`config.mk`:
```
export PLATFORM = sky130hd
export DESIGN_NAME = pipeline_hazard_controller
export DESIGN_NICKNAME = d
export VERILOG_FILES = /design/src/rtl/pipe_ctrl_pkg.sv /design/src/rtl/sat_counter.sv /design/src/rtl/pipeline_hazard_controller.sv
export SDC_FILE = /design/constraint.sdc
export NUM_CORES = 1
export LEC_CHECK = 0
export BUFFER_PORTS_ARGS = -buffer_cell sky130_fd_sc_hd__buf_2
export CORE_ASPECT_RATIO = 0.5
export CORE_MARGIN = 1
export CORE_UTILIZATION = 38
export DETAILED_ROUTE_END_ITERATION = 8
export HOLD_SLACK_MARGIN = 0.02
export PLACE_DENSITY = 0.59
export SETUP_SLACK_MARGIN = 0.05
export SYNTH_ARGS = -nofsm -noshare
export SYNTH_HDL_FRONTEND = slang
export SYNTH_SLANG_ARGS = --single-unit
```
`constraint.sdc`:
```
create_clock -name clk -period 2 [get_ports clk]
set_input_delay 0 -clock clk [delete_from_list [all_inputs] [get_ports clk]]
set_output_delay 0 -clock clk [all_outputs]
set_load 0.005 [all_outputs]
```
`src/rtl/pipe_ctrl_pkg.sv`:
```
// Shared types and helpers for the pipeline stall/flush sequencer.
// State encoding, register-index width and the load-use hazard check.
package pipe_ctrl_pkg;

    localparam int unsigned REG_W = 5;
    localparam logic [REG_W-1:0] REG_ZERO = 5'd0;

    typedef enum logic [1:0] {
        StRun       = 2'd0,
        StLoadStall = 2'd1,
        StMemWait   = 2'd2
    } pipe_state_e;

    // Register 0 is hard-wired, so a load targeting it never creates a dependency.
    function automatic logic load_use_hazard(
        input logic             mem_read,
        input logic [REG_W-1:0] ex_rt,
        input logic [REG_W-1:0] id_rs,
        input logic [REG_W-1:0] id_rt,
        input logic             uses_rt
    );
        return mem_read && (ex_rt != REG_ZERO) &&
               ((ex_rt == id_rs) || (uses_rt && (ex_rt == id_rt)));
    endfunction

endpackage

```
`src/rtl/sat_counter.sv`:
```
// Saturating event counter with synchronous active-low clear.
// Holds at all-ones instead of wrapping.
module sat_counter #(
    parameter int unsigned CNT_W = 16
) (
    input  logic             clk,
    input  logic             rst_n,
    input  logic             inc,
    output logic [CNT_W-1:0] count
);

    logic [CNT_W-1:0] count_d, count_q;

    always_comb begin
        count_d = count_q;
        if (inc && (count_q != '1)) begin
            count_d = count_q + 1'b1;
        end
    end

    always_ff @(posedge clk) begin
        if (!rst_n) begin
            count_q <= '0;
        end else begin
            count_q <= count_d;
        end
    end

    assign count = count_q;

endmodule

```
`src/rtl/pipeline_hazard_controller.sv`:
```
// Stall/flush sequencer for the 5-stage pipeline: load-use bubbles, taken-branch
// flushes and memory-wait freezes, plus saturating stall/flush counters.
module pipeline_hazard_controller
    import pipe_ctrl_pkg::*;
#(
    parameter int unsigned LOAD_STALL_CYCLES = 1,
    parameter int unsigned CNT_W             = 16
) (
    input  logic             clk,
    input  logic             rst_n,
    input  logic             ID_EX_memRead,
    input  logic [4:0]       ID_EX_rt,
    input  logic [4:0]       IF_ID_rs,
    input  logic [4:0]       IF_ID_rt,
    input  logic             IF_ID_usesRt,
    input  logic             EX_branchTaken,
    input  logic             mem_req,
    input  logic             mem_ready,
    output logic             PC_write,
    output logic             IF_ID_write,
    output logic             IF_ID_flush,
    output logic             ID_EX_write,
    output logic             ID_EX_bubble,
    output logic             EX_MEM_write,
    output logic             MEM_WB_bubble,
    output logic [CNT_W-1:0] stall_count,
    output logic [CNT_W-1:0] flush_count
);

    localparam logic [2:0] StallInit = 3'(LOAD_STALL_CYCLES - 1);

    pipe_state_e state_d, state_q;
    pipe_state_e resume_d, resume_q;
    pipe_state_e eff_state;
    logic [2:0]  remain_d, remain_q;
    logic        hazard;
    logic        stall_inc;
    logic        flush_inc;

    assign hazard = load_use_hazard(ID_EX_memRead, ID_EX_rt, IF_ID_rs, IF_ID_rt, IF_ID_usesRt);

    // Once memory is ready, rules are evaluated as if the freeze never happened.
    assign eff_state = (state_q == StMemWait) ? resume_q : state_q;

    always_comb begin
        PC_write      = 1'b1;
        IF_ID_write   = 1'b1;
        IF_ID_flush   = 1'b0;
        ID_EX_write   = 1'b1;
        ID_EX_bubble  = 1'b0;
        EX_MEM_write  = 1'b1;
        MEM_WB_bubble = 1'b0;
        state_d       = state_q;
        resume_d      = resume_q;
        remain_d      = remain_q;
        flush_inc     = 1'b0;

        if (!rst_n) begin
            PC_write      = 1'b0;
            IF_ID_write   = 1'b0;
            IF_ID_flush   = 1'b1;
            ID_EX_write   = 1'b0;
            ID_EX_bubble  = 1'b1;
            EX_MEM_write  = 1'b0;
            MEM_WB_bubble = 1'b1;
        end else if (mem_req && !mem_ready) begin
            PC_write      = 1'b0;
            IF_ID_write   = 1'b0;
            ID_EX_write   = 1'b0;
            EX_MEM_write  = 1'b0;
            MEM_WB_bubble = 1'b1;
            state_d       = StMemWait;
            if (state_q != StMemWait) begin
                resume_d = state_q;
            end
        end else if (EX_branchTaken) begin
            IF_ID_flush  = 1'b1;
            ID_EX_bubble = 1'b1;
            remain_d     = 3'd0;
            state_d      = StRun;
            flush_inc    = 1'b1;
        end else if (eff_state == StLoadStall) begin
            PC_write     = 1'b0;
            IF_ID_write  = 1'b0;
            ID_EX_bubble = 1'b1;
            remain_d     = remain_q - 3'd1;
            state_d      = (remain_q == 3'd1) ? StRun : StLoadStall;
        end else if (hazard) begin
            PC_write     = 1'b0;
            IF_ID_write  = 1'b0;
            ID_EX_bubble = 1'b1;
            if (LOAD_STALL_CYCLES > 1) begin
                remain_d = StallInit;
                state_d  = StLoadStall;
            end else begin
                state_d = StRun;
            end
        end else begin
            state_d = StRun;
        end
    end

    assign stall_inc = rst_n && !PC_write;

    always_ff @(posedge clk) begin
        if (!rst_n) begin
            state_q  <= StRun;
            resume_q <= StRun;
            remain_q <= 3'd0;
        end else begin
            state_q  <= state_d;
            resume_q <= resume_d;
            remain_q <= remain_d;
        end
    end

    sat_counter #(
        .CNT_W(CNT_W)
    ) u_stall_cnt (
        .clk  (clk),
        .rst_n(rst_n),
        .inc  (stall_inc),
        .count(stall_count)
    );

    sat_counter #(
        .CNT_W(CNT_W)
    ) u_flush_cnt (
        .clk  (clk),
        .rst_n(rst_n),
        .inc  (flush_inc),
        .count(flush_count)
    );

endmodule

```
After elaboration in Yosys (flattened, before gate mapping)
Cells that the tools add are included.
{"block": "op_classes", "n_addsub": 3, "bitwise_logic": 3, "muxes": 25, "n_eq_ne": 8, "n_reduce_logical": 15}
{"operator": "16-bit by 1-bit adder with 16-bit output, second input constant", "n": 2}
{"operator": "16-bit != test, second input constant", "n": 2}
{"operator": "1-bit 2-to-1 mux", "n": 21}
{"operator": "5-bit equality test", "n": 2}
{"operator": "1-bit logical AND", "n": 7}
{"operator": "3-bit 2-to-1 mux", "n": 2}
{"operator": "5-bit nonzero test", "n": 1}
{"operator": "2-bit 2-to-1 mux", "n": 2}
{"operator": "2-bit AND reduction", "n": 2}
{"operator": "4-bit OR reduction", "n": 1}
{"operator": "3-bit by 1-bit equality test with 1-bit output, second input constant", "n": 1}
{"operator": "1-bit inverter", "n": 3}
{"operator": "3-bit by 1-bit subtractor with 3-bit output, second input constant", "n": 1}
{"operator": "2-bit by 1-bit equality test with 1-bit output, second input constant", "n": 1}
{"operator": "2-bit equality test, second input constant", "n": 1}
{"operator": "1-bit zero test", "n": 2}
{"operator": "2-bit != test, second input constant", "n": 1}
{"operator": "2-bit nonzero test", "n": 1}
{"operator": "1-bit logical OR", "n": 1}
{"block": "word_totals", "wordCells": 60, "ff_bits": 39, "out_inout_bits": 39, "input_bits": 22}

Depth between registers and ports, before layout
Gate-level depths: netlist of run 1.
{"block": "depth", "word_depth": 12, "ltp_mapped": 8, "ltp_nobuf": 7}

Cells and area by module
A second synthesis of run 1 with hierarchy kept.
{"block": "unflattened", "cells_unflattened": 262, "area_unflattened_um2": 2222.1}
{"mod": "sat_counter", "n_inst": 2, "seq_area_each_um2": 320.3, "cells_each": 97, "area_per_inst_um2": 837.1}
{"mod": "pipeline_hazard_controller", "n_inst": 1, "seq_area_each_um2": 140.1, "cells_each": 68, "area_per_inst_um2": 548.0}

Least setup slack after synthesis of run 1
Ideal clock, no wire load.
{"block": "synth_timing", "path_kind": "flip-flop to flip-flop", "startpoint": "reg u_stall_cnt.count_q[2] (netlist: u_stall_cnt.count[2])", "endpoint": "reg u_stall_cnt.count_q[0] (netlist: u_stall_cnt.count[0])", "stages_incl_launch_ff": 7, "setup_slack_ps": 287, "required_time_ps": 1868, "arrival_ps": 1581, "setup_time_ps": 132, "cell_sequence": "dfxtp_1 -> and4_1 -> nand4_1 -> o31ai_1 -> buf_4 -> or3_1 -> a21oi_1"}
{"block": "synth_via", "elab_chain_len": 2}
{"element": "start, declared", "line": "sat_counter.sv:12", "source": "logic [CNT_W-1:0] count_d, count_q;"}
{"element": "start signal, assigned", "line": "sat_counter.sv:25", "source": "count_q <= count_d;"}
{"element": "16-bit != test", "line": "sat_counter.sv:16", "source": "if (inc && (count_q != '1)) begin"}
{"element": "1-bit logical AND", "line": "sat_counter.sv:16"}
No other way between the ends.
A chain may end at the register's enable or synchronous reset.

Final worst setup path of run 1
{"block": "layout_timing", "startpoint": "reg u_stall_cnt.count_q[2] (netlist: u_stall_cnt.count[2])", "endpoint": "reg u_stall_cnt.count_q[12] (netlist: u_stall_cnt.count[12])"}
{"block": "layout_via", "elab_chain_len": 2}
{"element": "parallel branches: the longest is 2 deep, another holds 16-bit by 1-bit adder with 16-bit output"}
Several ways; the timed one is not identified.

==> results of run 1 <==
[Yosys cell counts (all sizes together), types with 3 or more instances]
cell type	instances
xnor2	8
dfxtp	39
nor4b	3
o21ai	13
nor4	9
o211a	3
nand3	16
xor2	14
ha	4
mux2i	9
buf	7
o31ai	3
and3	3
nand4	11
clkbuf	5
a21oi	13
nor2	18
nand2b	5
nand2	32
and2	3
or4	4
nor3	10
inv	13
[metrics by stage]
| stage | hold WS [ns] | utilization [%] | cell area, sq um |
|---|---|---|---|
| after floorplan | 0.183 | - | 2140 |
| after global placement | 0.334 | 50.2 | 2600 |
| after detailed placement | 0.341 | 50.2 | 2600 |
| after CTS | 0.0452 | 53.6 | 2770 |
| after global routing | 0.0641 | 53.8 | 2790 |
| final | 0.0554 | 53.8 | 2790 |
[worst reg2reg max path, delay by kind of cell (launching register included)]
| family | cells | cell delay (ns) |
|---|---|---|
| buffers and inverters | 1 | 0.20 |
| and+or+nand+nor | 3 | 0.97 |
| AOI/OAI and AO/OA | 1 | 0.14 |
| DFF | 1 | 0.42 |
[path summary, 6_finish.rpt]
check                  startpoint               endpoint  depth (start not counted)  slack (ns)
max          u_stall_cnt.count[2]  u_stall_cnt.count[12]                          5        0.18
min                         rst_n   u_flush_cnt.count[5]                          3        0.06
max reg2reg  u_stall_cnt.count[2]  u_stall_cnt.count[12]                          5        0.18
min reg2reg  u_stall_cnt.count[5]   u_stall_cnt.count[5]                          2        0.48
[state kept, by name (all words and copies together), names as in the netlist]
register           cells
remain_q               3
state_q                2
u_stall_cnt.count     16
u_flush_cnt.count     16
resume_q               2
[metal layers]
layer / up-vias / share of wire, %
li1: 1070 / -
met1: 955 / 51
met2: 29 / 44
met3: 8 / 3.9
met4: 0 / 1.5
met5: - / 0
[power by group through the flow]
stage	Clock, uW	Combinational, uW	Sequential (uW)
2_1_floorplan	0	87.9	804
3_3_place_gp	0	141	804
3_5_place_dp	0	144	804
4_1_cts	954	144	787
5_1_grt	999	160	788
6_report	934	144	787
[area by class of cell]
type,instances,area (sq um)
Tap cell,70,87.6
Clock inverter,2,35.0
Timing Repair Buffer,79,443
Fill cell,525,2390
Inverter,13,48.8
Multi-Input combinational cell,195,1250
Sequential cell,39,781
Clock buffer,6,139
[cell families after synthesis]
| family | count (synthesis) |
|---|---|
| compound gates | 39 |
| xor+xnor | 22 |
| fa+ha+maj | 4 |
| buf+inv | 25 |
| flops | 39 |
| mux | 9 |
| simple gates | 121 |
[timing repair]
item,in CTS,in global routing
gates resized for setup,0,2
endpoints found under the hold margin,0,0
endpoints found under the setup margin,0,12
==> metrics.md, run 1 <==
| Metric | Value |
|---|---|
| CTS Hold Bufs | `0` |
| Core Area | `5180 sq um` |
| Most frequent cells in the layout | `buf_2, dfxtp_1, nand2_1, buf_4, nor2_1` |
| Ys Warns | `0` |
| Synth Area in Adders | `2.34%` |
| Layout Skew | `0.00534 ns` |
| Synth Area in XOR/XNOR | `8.99%` |
| H-tree levels | `2` |
| Overall routing resource usage | `18.3%` |
| Post-synth EDFFs | `0` |
| Sink Count | `39` |
| Max stage delay cell, worst path | `or4_1` |
| WP data arrival | `2.00 ns` |
| Pwr/cell area | `670 nW/um^2` |
| Clock power frac | `50.1%` |
| Final period utilization | `90.9%` |
| Synthesized area | `2140 sq um` |
| Aggregate routed wire length | `5.01 mm` |
| Leak Pwr | `0.00114 uW` |
| Status | `finished clean` |
| Post-synth cell types | `45` |
| Final Hold Vio Count | `0` |
| Grt total ovfl | `0` |
| Routed Antenna Nets | `0` |
| Clock-pin slew on the worst setup and hold paths | `0.06 ns` |
| Die extent in x | `108 um` |
| First-pass GRT wire length | `8.30 mm` |
| Slew Viols, Final | `0` |
| PortBufs | `60` |
| Cell Int Power | `1460 uW` |
| Post-DR vias/cell | `5.10` |
| Postcts setup bufs | `0` |
| Peak Freq | `550 MHz` |
| Busiest grt layer | `met2` |
| Largest net degree at the start of global routing | `22` |
| Top-area cell type share of the netlist area | `36.4%` |
| Register share of total power | `42.2%` |
| Row cnt | `18` |
| Largest cells by area after synthesis | `dfxtp_1, xor2_1, nand2_1` |
| Die Span Y | `55.1 um` |
| # diodes | `0` |
| Crit path cell chain | `and4_1 -> nand4_1 -> buf_4 -> or4_1 -> o211a_1` |
| Crit-path max cell delay | `0.50 ns` |
| VDD IR max | `0.335 mV` |
| Max transition margin | `70.0%` |
| Switching Fraction | `21.6%` |
| Synth-to-Final Area Change | `29.9%` |
| Setup TNS | `0 ns` |
| WS Path Type | `reg -> reg` |
| GRT met3 Usage | `3.98%` |
| First-pass DRT Iterations | `4` |
| Final Critical Period | `1.82 ns` |
| Max_cap viols | `0` |
| Commonest non-fill, non-tap cell in the layout | `buf_2` |
| Initial DRC count | `32` |
| Placed cell count | `396` |
| Sequential-to-total area share from yosys stat | `36.4%` |
| IO Pins | `61` |
| Largest family of logic cells by synthesized area | `simple AND/OR/NAND/NOR gates` |
| Seq cells post-synth | `39` |
| Met2 usage | `30.7%` |
| Vias in the first global route | `1771` |
| Pwr Total | `1860 uW` |
| Clk_lat worst skew | `0.28 ns` |
| CP Launch Type | `flip-flop` |
| Finish-stage setup viols | `0` |
| Finished Layout Cells | `404` |
| Max Buffers Root-to-Sink | `2` |
| CTS tree | `yes` |
| CP delay by family, top | `simple AND/OR/NAND/NOR gates` |
| Met1 Use GR | `23.4%` |
| DR WL/cell | `12.4 um` |
| Gp weighted congestion | `0.787` |
| Initial core utilization | `41.4%` |
| Layout cell share with drive strength beyond 1 | `29.0%` |
| Sw Pwr | `403 uW` |
| Synth Instances | `259` |
| Compound-gate portion of the synthesized area | `11.3%` |
| Critical Path RT | `2.18 ns` |
| CP max FO | `7` |
| Initial antenna violation count | `0` |
| HP Class | `in -> reg` |
| Main synth FF type | `dfxtp_1` |
| CTS root buffer | `clkbuf_16` |
| Nets@finish | `359` |
| Post-synthesis mux area share | `4.20%` |
| Mean Syn Cell Area | `8.28 sq um` |
| Post-Synthesis Net Count | `285` |
| Die area | `5960 sq um` |
| Inserted Clock Buffers | `5` |
| Comb pwr share | `7.7%` |
| Pre-CTS setup slack | `0.101 ns` |
| Worst setup EP type | `flip-flop` |
| Synth async-reset ratio | `0%` |
| Setup slack after layout | `0.182 ns` |
| RSZ-0062 raised after global routing | `true` |
| Slew @ Worst Pin | `0.446 ns` |
| Buf+Inv Stages, Crit Path | `1` |
| Dpl hpwl | `3.81 mm` |
| Simple-Gate Fraction of Synth Area | `31.0%` |
| Vias | `2062` |
| Post-route DRC | `0` |
| Leading area contributor after synthesis | `dfxtp_1` |
Note: power is estimated with default switching activity, not from simulation.
==> run 2: changes to the inputs <==
--- a/config.mk
+++ b/config.mk
@@ -6,12 +6,15 @@
 export NUM_CORES = 1
 export LEC_CHECK = 0
 export BUFFER_PORTS_ARGS = -buffer_cell sky130_fd_sc_hd__buf_2
+export CELL_PAD_IN_SITES_DETAIL_PLACEMENT = 0
+export CELL_PAD_IN_SITES_GLOBAL_PLACEMENT = 1
 export CORE_ASPECT_RATIO = 0.5
 export CORE_MARGIN = 1
 export CORE_UTILIZATION = 38
+export CTS_CLUSTER_SIZE = 28
 export DETAILED_ROUTE_END_ITERATION = 8
 export HOLD_SLACK_MARGIN = 0.02
-export PLACE_DENSITY = 0.59
+export PLACE_DENSITY = 0.78
 export SETUP_SLACK_MARGIN = 0.05
 export SYNTH_ARGS = -nofsm -noshare
 export SYNTH_HDL_FRONTEND = slang
==> constraint.sdc (replaced) <==
create_clock -name clk -period 2 [get_ports clk]
set_input_delay 0.6 -clock clk [delete_from_list [all_inputs] [get_ports clk]]
set_output_delay 0.6 -clock clk [all_outputs]
set_load 0.005 [all_outputs]
==> metrics.md, run 2 (synthesis gave the netlist of run 1 again) <==
| Metric | Value |
|---|---|
| Crit path to | `PC_write` |
| H-tree levels | `2 (unchanged)` |
| Row cnt | `18 (unchanged)` |
| Final Critical Period | `2.42 ns (+0.600 ns)` |
| Largest net degree at the start of global routing | `22 (unchanged)` |
| Setup TNS | `-5.05 ns (-5.05 ns)` |
| Worst-case hold slack | `0.489 ns (+0.433 ns)` |
| Worst reg2reg setup slack | `0.08 ns (-0.10 ns)` |
| Finish-stage setup viols | `19 (+19)` |
| First-pass GRT wire length | `9.36 mm (+13%)` |
| Inserted Clock Buffers | `5 (unchanged)` |
| Pwr/cell area | `600 nW/um^2 (-10%)` |
| Placed instance area | `2840 sq um (+9.1%)` |
| Crit-path max cell delay | `0.55 ns (+0.05 ns)` |
| Clk_lat worst skew | `0.28 ns (about the same)` |
| Vias in the first global route | `2069 (+17%)` |
| Slew @ Worst Pin | `0.606 ns (+0.160 ns)` |
| CTS tree | `yes` |
| Leak Pwr | `0.00145 uW (+27%)` |
| Die Span Y | `55.1 um (unchanged)` |
| CTS Hold Bufs | `0 (unchanged)` |
| Initial core utilization | `41.4% (unchanged)` |
| Worst setup startpoint | `ID_EX_rt[4]` |
| IO Pins | `61 (unchanged)` |
| Sink Count | `39 (unchanged)` |
| Gp weighted congestion | `0.817 (+3.8%)` |
| Fin area | `3300 sq um (+19%)` |
| CTS root buffer | `clkbuf_16` |
| Routed Antenna Nets | `0 (unchanged)` |
| RSZ-0062 raised after global routing | `true` |
| Commonest non-fill, non-tap cell in the layout | `buf_2` |
| HP Class | `reg -> reg` |
| Max transition margin | `59.4% (-11 points)` |
| Slew Viols, Final | `0 (unchanged)` |
| # diodes | `0 (unchanged)` |
| WP data arrival | `1.82 ns (-0.18 ns)` |
| Failing checks | `negative setup slack` |
| Dpl hpwl | `4.04 mm (+6.2%)` |
| Critical Path RT | `1.40 ns (-0.78 ns)` |
| Clock-pin slew on the worst setup and hold paths | `0.06 ns (about the same)` |
| Aggregate routed wire length | `5.90 mm (+18%)` |
| DR WL/cell | `13.4 um (+7.9%)` |
| R2R depth | `6 (+1)` |
| Final Hold Vio Count | `0 (unchanged)` |
| Initial DRC count | `45 (+41%)` |
| Fillers | `432 (-18%)` |
| Max stage delay cell, worst path | `or4_4` |
| Grt total ovfl | `0 (unchanged)` |
| Setup slack after layout | `-0.418 ns (-0.600 ns)` |
| PortBufs | `60 (unchanged)` |
| Post-route DRC | `0 (unchanged)` |
| Core Area | `5180 sq um (unchanged)` |
| Layout Skew | `0.00446 ns (-0.000875 ns)` |
| Status | `finished with violations` |
| Vias | `2191 (+6.3%)` |
| Peak Freq | `414 MHz (-25%)` |
| VDD IR max | `0.326 mV (-2.8%)` |
| Max Buffers Root-to-Sink | `2 (unchanged)` |
| Final period utilization | `121% (+30 points)` |
| Pre-CTS setup slack | `-0.504 ns (-0.605 ns)` |
| Max_cap viols | `0 (unchanged)` |
| Die area | `5960 sq um (unchanged)` |
| Nets@finish | `396 (+10%)` |
| WS Path Type | `in -> out` |
| R2r startpoint | `u_stall_cnt.count[10]` |
| Layout cell share with drive strength beyond 1 | `39.9% (+11 points)` |
| Die extent in x | `108 um (unchanged)` |
| First-pass DRT Iterations | `4 (unchanged)` |
| CP max FO | `3 (-4)` |
| Initial antenna violation count | `0 (unchanged)` |
| Most frequent cells in the layout | `buf_2, buf_4, dfxtp_1, nand2_1, nor2_1` |
| Worst setup EP type | `output pin` |
| Post-layout util | `63.7% (+10 points)` |
| Crit path cell chain | `buf_8 -> or4_4 -> o21ai_4 -> o21ai_2 -> a21oi_2 -> buf_2` |
| CP Launch Type | `input pin` |
| Overall routing resource usage | `20.6% (+2.4 points)` |
| Synth-to-Final Area Change | `54.1%` |
| Post-DR vias/cell | `4.97 (-2.7%)` |
| R2r endpoint | `u_stall_cnt.count[0]` |
## run 2: cell count changes in the layout (fill, tap and decap cells not counted), moves of 3 or more
cell and change:
buf_8 +3, nor3_4 +3, buf_2 -4, buf_6 +8
buf_4 +28
## run 2: final cells by class
type / count / area (sq um) / share of cell area [%]
Clock buffer: 6 / 139 / 4.21
Clock inverter: 2 / 35.0 / 1.06
Inverter: 13 / 48.8 / 1.48
Multi-Input combinational cell: 196 / 1420 / 42.9
Sequential cell: 39 / 781 / 23.6
Tap cell: 70 / 87.6 / 2.65
Timing Repair Buffer: 115 / 796 / 24.1
## run 2: how the worst min path moves through the flow
stage	start	cells after the start	endpoint	slack (ns)
floorplan	resume_q[1]	2	resume_q[1]	0.45
global placement	remain_q[2]	2	state_q[0]	0.46
detailed placement	remain_q[2]	2	state_q[0]	0.48
CTS	remain_q[2]	2	state_q[0]	0.49
global route	u_flush_cnt.count[1]	2	u_flush_cnt.count[1]	0.51
finish	resume_q[0]	2	resume_q[0]	0.49
## run 2: what timing repair did
action,CTS,global route
buffers inserted,8,8
setup endpoints to repair,23,21
cloned,2,0
pin swaps,18,5
resized for setup,25,6
## run 2: per-stage QoR
step / cells / total power, uW
finish: 441 / 1980
global route: 441 / 2060
CTS: 433 / 1970
detailed placement: 415 / 985
global placement: 415 / 982
floorplan: 259 / 903
## run 2: per-layer routing
layer / wire, um / track usage [%]
met5: 0 / 0
met4: 36 / 5.48
met3: 295 / 5.97
met2: 2770 / 38.0
met1: 2800 / 24.2
## run 2: where the power goes
part	internal [uW]	switching, uW	total, uW
sequential	782	5.18	787
clock	620	317	937
combinational	135	121	257
total	1540	443	1980
## run 2: critical path, delay by kind of cell
family / cells / cell delay, ns
AND/OR/NAND/NOR: 1 / 0.55
buffers and inverters: 2 / 0.24
AO/OA/AOI/OAI: 3 / 0.43
==> run 3: changes to the inputs <==
--- a/config.mk
+++ b/config.mk
@@ -10,11 +10,11 @@
 export CELL_PAD_IN_SITES_GLOBAL_PLACEMENT = 1
 export CORE_ASPECT_RATIO = 0.5
 export CORE_MARGIN = 1
-export CORE_UTILIZATION = 38
+export CORE_UTILIZATION = 35
 export CTS_CLUSTER_SIZE = 28
 export DETAILED_ROUTE_END_ITERATION = 8
 export HOLD_SLACK_MARGIN = 0.02
-export PLACE_DENSITY = 0.78
+export PLACE_DENSITY = 0.73
 export SETUP_SLACK_MARGIN = 0.05
 export SYNTH_ARGS = -nofsm -noshare
 export SYNTH_HDL_FRONTEND = slang
==> metrics.md, run 3 (synthesis gave the netlist of run 1 again) <==
| Metric | Value |
|---|---|
| H-tree levels | `2 (unchanged)` |
| Max transition margin | `64.2% (+4.8 points)` |
| Nets@finish | `386 (-2.5%)` |
| R2r endpoint | `u_stall_cnt.count[0]` |
| Critical path depth in cells | `7 (+1)` |
| Initial core utilization | `37.7% (-3.7 points)` |
| Final Critical Period | `2.44 ns (+0.0189 ns)` |
| Hold EP | `state_q[0]` |
| Worst setup EP type | `output pin` |
| CP max FO | `2 (-1)` |
| Layout Skew | `0.00136 ns (-0.00310 ns)` |
| Row cnt | `19 (+1)` |
| Pwr/cell area | `574 nW/um^2 (-4.3%)` |
| Overall routing resource usage | `18.7% (-1.9 points)` |
| First-pass DRT Iterations | `4 (unchanged)` |
| Grt total ovfl | `0 (unchanged)` |
| Critical Path RT | `1.40 ns (about the same)` |
| Worst-case hold slack | `0.474 ns (-0.0144 ns)` |
| CTS Hold Bufs | `0 (unchanged)` |
| Crit-path max cell delay | `0.54 ns (about the same)` |
| Clk_lat worst skew | `0.28 ns (about the same)` |
| Worst hold start | `remain_q[2]` |
| RSZ-0062 raised after global routing | `true` |
| Leak Pwr | `0.00140 uW (-3.8%)` |
| Peak Freq | `410 MHz (-0.77%)` |
| Routed Antenna Nets | `0 (unchanged)` |
| Initial DRC count | `68 (+51%)` |
| # diodes | `0 (unchanged)` |
| CTS tree | `yes` |
| Crit path cell chain | `buf_6 -> or4_4 -> o21ai_4 -> o21ai_2 -> o21ai_1 -> nand2_1 -> buf_2` |
| DR WL/cell | `13.5 um (+0.61%)` |
| Buf+Inv Stages, Crit Path | `2 (unchanged)` |
| Aggregate routed wire length | `5.85 mm (-0.98%)` |
| Dpl hpwl | `4.23 mm (+4.7%)` |
| Final period utilization | `122% (+0.94 points)` |
| Synth-to-Final Area Change | `51.1%` |
| Clock-pin slew on the worst setup and hold paths | `0.06 ns (about the same)` |
| Status | `finished with violations` |
| R2r startpoint | `u_stall_cnt.count[3]` |
| Most frequent cells in the layout | `buf_2, dfxtp_1, buf_4, nand2_1, nor2_1` |
| Sink Count | `39 (unchanged)` |
| Gp weighted congestion | `0.798 (-2.3%)` |
| Failing checks | `negative setup slack` |
| Slew @ Worst Pin | `0.534 ns (-0.0715 ns)` |
| Max stage delay cell, worst path | `or4_4` |
| CTS root buffer | `clkbuf_16` |
| Core Area | `5680 sq um (+9.7%)` |
| CP delay by family, top | `simple AND/OR/NAND/NOR gates` |
| Setup slack after layout | `-0.437 ns (-0.0189 ns)` |
| Fillers | `539 (+25%)` |
| Initial antenna violation count | `0 (unchanged)` |
| CP Launch Type | `input pin` |
| Worst reg2reg setup slack | `0.06 ns (-0.02 ns)` |
| Slew Viols, Final | `0 (unchanged)` |
| Vias | `2224 (+1.5%)` |
| Max Buffers Root-to-Sink | `2 (unchanged)` |
| Setup TNS | `-3.58 ns (+1.47 ns)` |
| HP Class | `reg -> reg` |
| Layout cell share with drive strength beyond 1 | `40.4% (+0.55 points)` |
| Final Hold Vio Count | `0 (unchanged)` |
| PortBufs | `60 (unchanged)` |
| VDD IR max | `0.312 mV (-4.1%)` |
| Die area | `6460 sq um (+8.3%)` |
| Max_cap viols | `0 (unchanged)` |
| Die Span Y | `57.3 um (+4.0%)` |
| Vias in the first global route | `2076 (+0.34%)` |
| WS Path Type | `in -> out` |
| Largest net degree at the start of global routing | `22 (unchanged)` |
| Inserted Clock Buffers | `5 (unchanged)` |
| WP data arrival | `1.84 ns (+0.02 ns)` |
| First-pass GRT wire length | `9.48 mm (+1.3%)` |
| Finish-stage setup viols | `19 (unchanged)` |
| Die extent in x | `113 um (+4.1%)` |
| R2R depth | `7 (+1)` |
| Commonest non-fill, non-tap cell in the layout | `buf_2` |
| IO Pins | `61 (unchanged)` |
| Post-route DRC | `0 (unchanged)` |
| Post-DR vias/cell | `5.12 (+3.1%)` |
| Hold Path Depth | `2 (unchanged)` |
[run 3: cell count changes in the layout (fill, tap and decap cells not counted), sizes merged]
| cell | before | now |
|---|---|---|
| buf | 115 | 105 |
| clkbuf | 6 | 8 |
| bufinv | 1 | 0 |
| clkinv | 1 | 0 |
[run 3: worst max-delay path by stage]
| stage | start | endpoint | slack [ns] |
|---|---|---|---|
| after floorplan | ID_EX_rt[1] | PC_write | -0.26 |
| after global placement | ID_EX_rt[1] | ID_EX_bubble | -0.51 |
| after detailed placement | ID_EX_rt[1] | ID_EX_bubble | -0.52 |
| after CTS | ID_EX_rt[2] | ID_EX_bubble | -0.43 |
| after global routing | ID_EX_rt[2] | ID_EX_bubble | -0.47 |
| final | ID_EX_rt[2] | ID_EX_bubble | -0.44 |
[run 3: routing by layer]
layer | routed length, um | vias to the layer above | global-route usage (%)
met5 | 0 | - | 0
met4 | 47 | 0 | 5.14
met3 | 222 | 4 | 4.99
met2 | 2750 | 35 | 31.7
met1 | 2820 | 1056 | 23.8
li1 | - | 1129 | -
[run 3: what timing repair did]
item	CTS	global route
gates resized for setup	23	13
setup buffers	5	1
cloned	1	0
pin swaps	14	7
setup endpoints to repair	23	22
[run 3: final cells by class]
type                            count  area (sq um)  share of cell area, %
Clock buffer                        8           156                   4.83
Inverter                           13          48.8                   1.51
Multi-Input combinational cell    196          1460                   45.0
Sequential cell                    39           781                   24.1
Tap cell                           73          91.3                   2.82
Timing Repair Buffer              105           706                   21.8
[run 3: stage by stage]
stage | utilization (%) | std cells | setup WS, ns | power, uW | area (sq um)
4_1_cts | 55.8 | 433 | -0.427 | 1870 | 3170
5_1_grt | 57.0 | 434 | -0.472 | 1950 | 3240
3_3_place_gp | 50.1 | 419 | -0.511 | 985 | 2850
3_5_place_dp | 50.1 | 419 | -0.516 | 989 | 2850
2_1_floorplan | - | 259 | -0.262 | 903 | 2240
6_report | 57.0 | 434 | -0.437 | 1860 | 3240
[run 3: report_power, final]
group	total, uW	leakage [uW]	internal (uW)	switching [uW]
logic	237	0.00101	116	121
registers	787	0.000315	782	5.41
clock network	835	0.0000772	531	304
[run 3: tightest hold or removal path: cells and delay by family (launching register included)]
family                 cells  cell delay, ns
flip-flops                 1            0.31
AO/OA/AOI/OAI              1            0.07
buffers and inverters      1            0.05
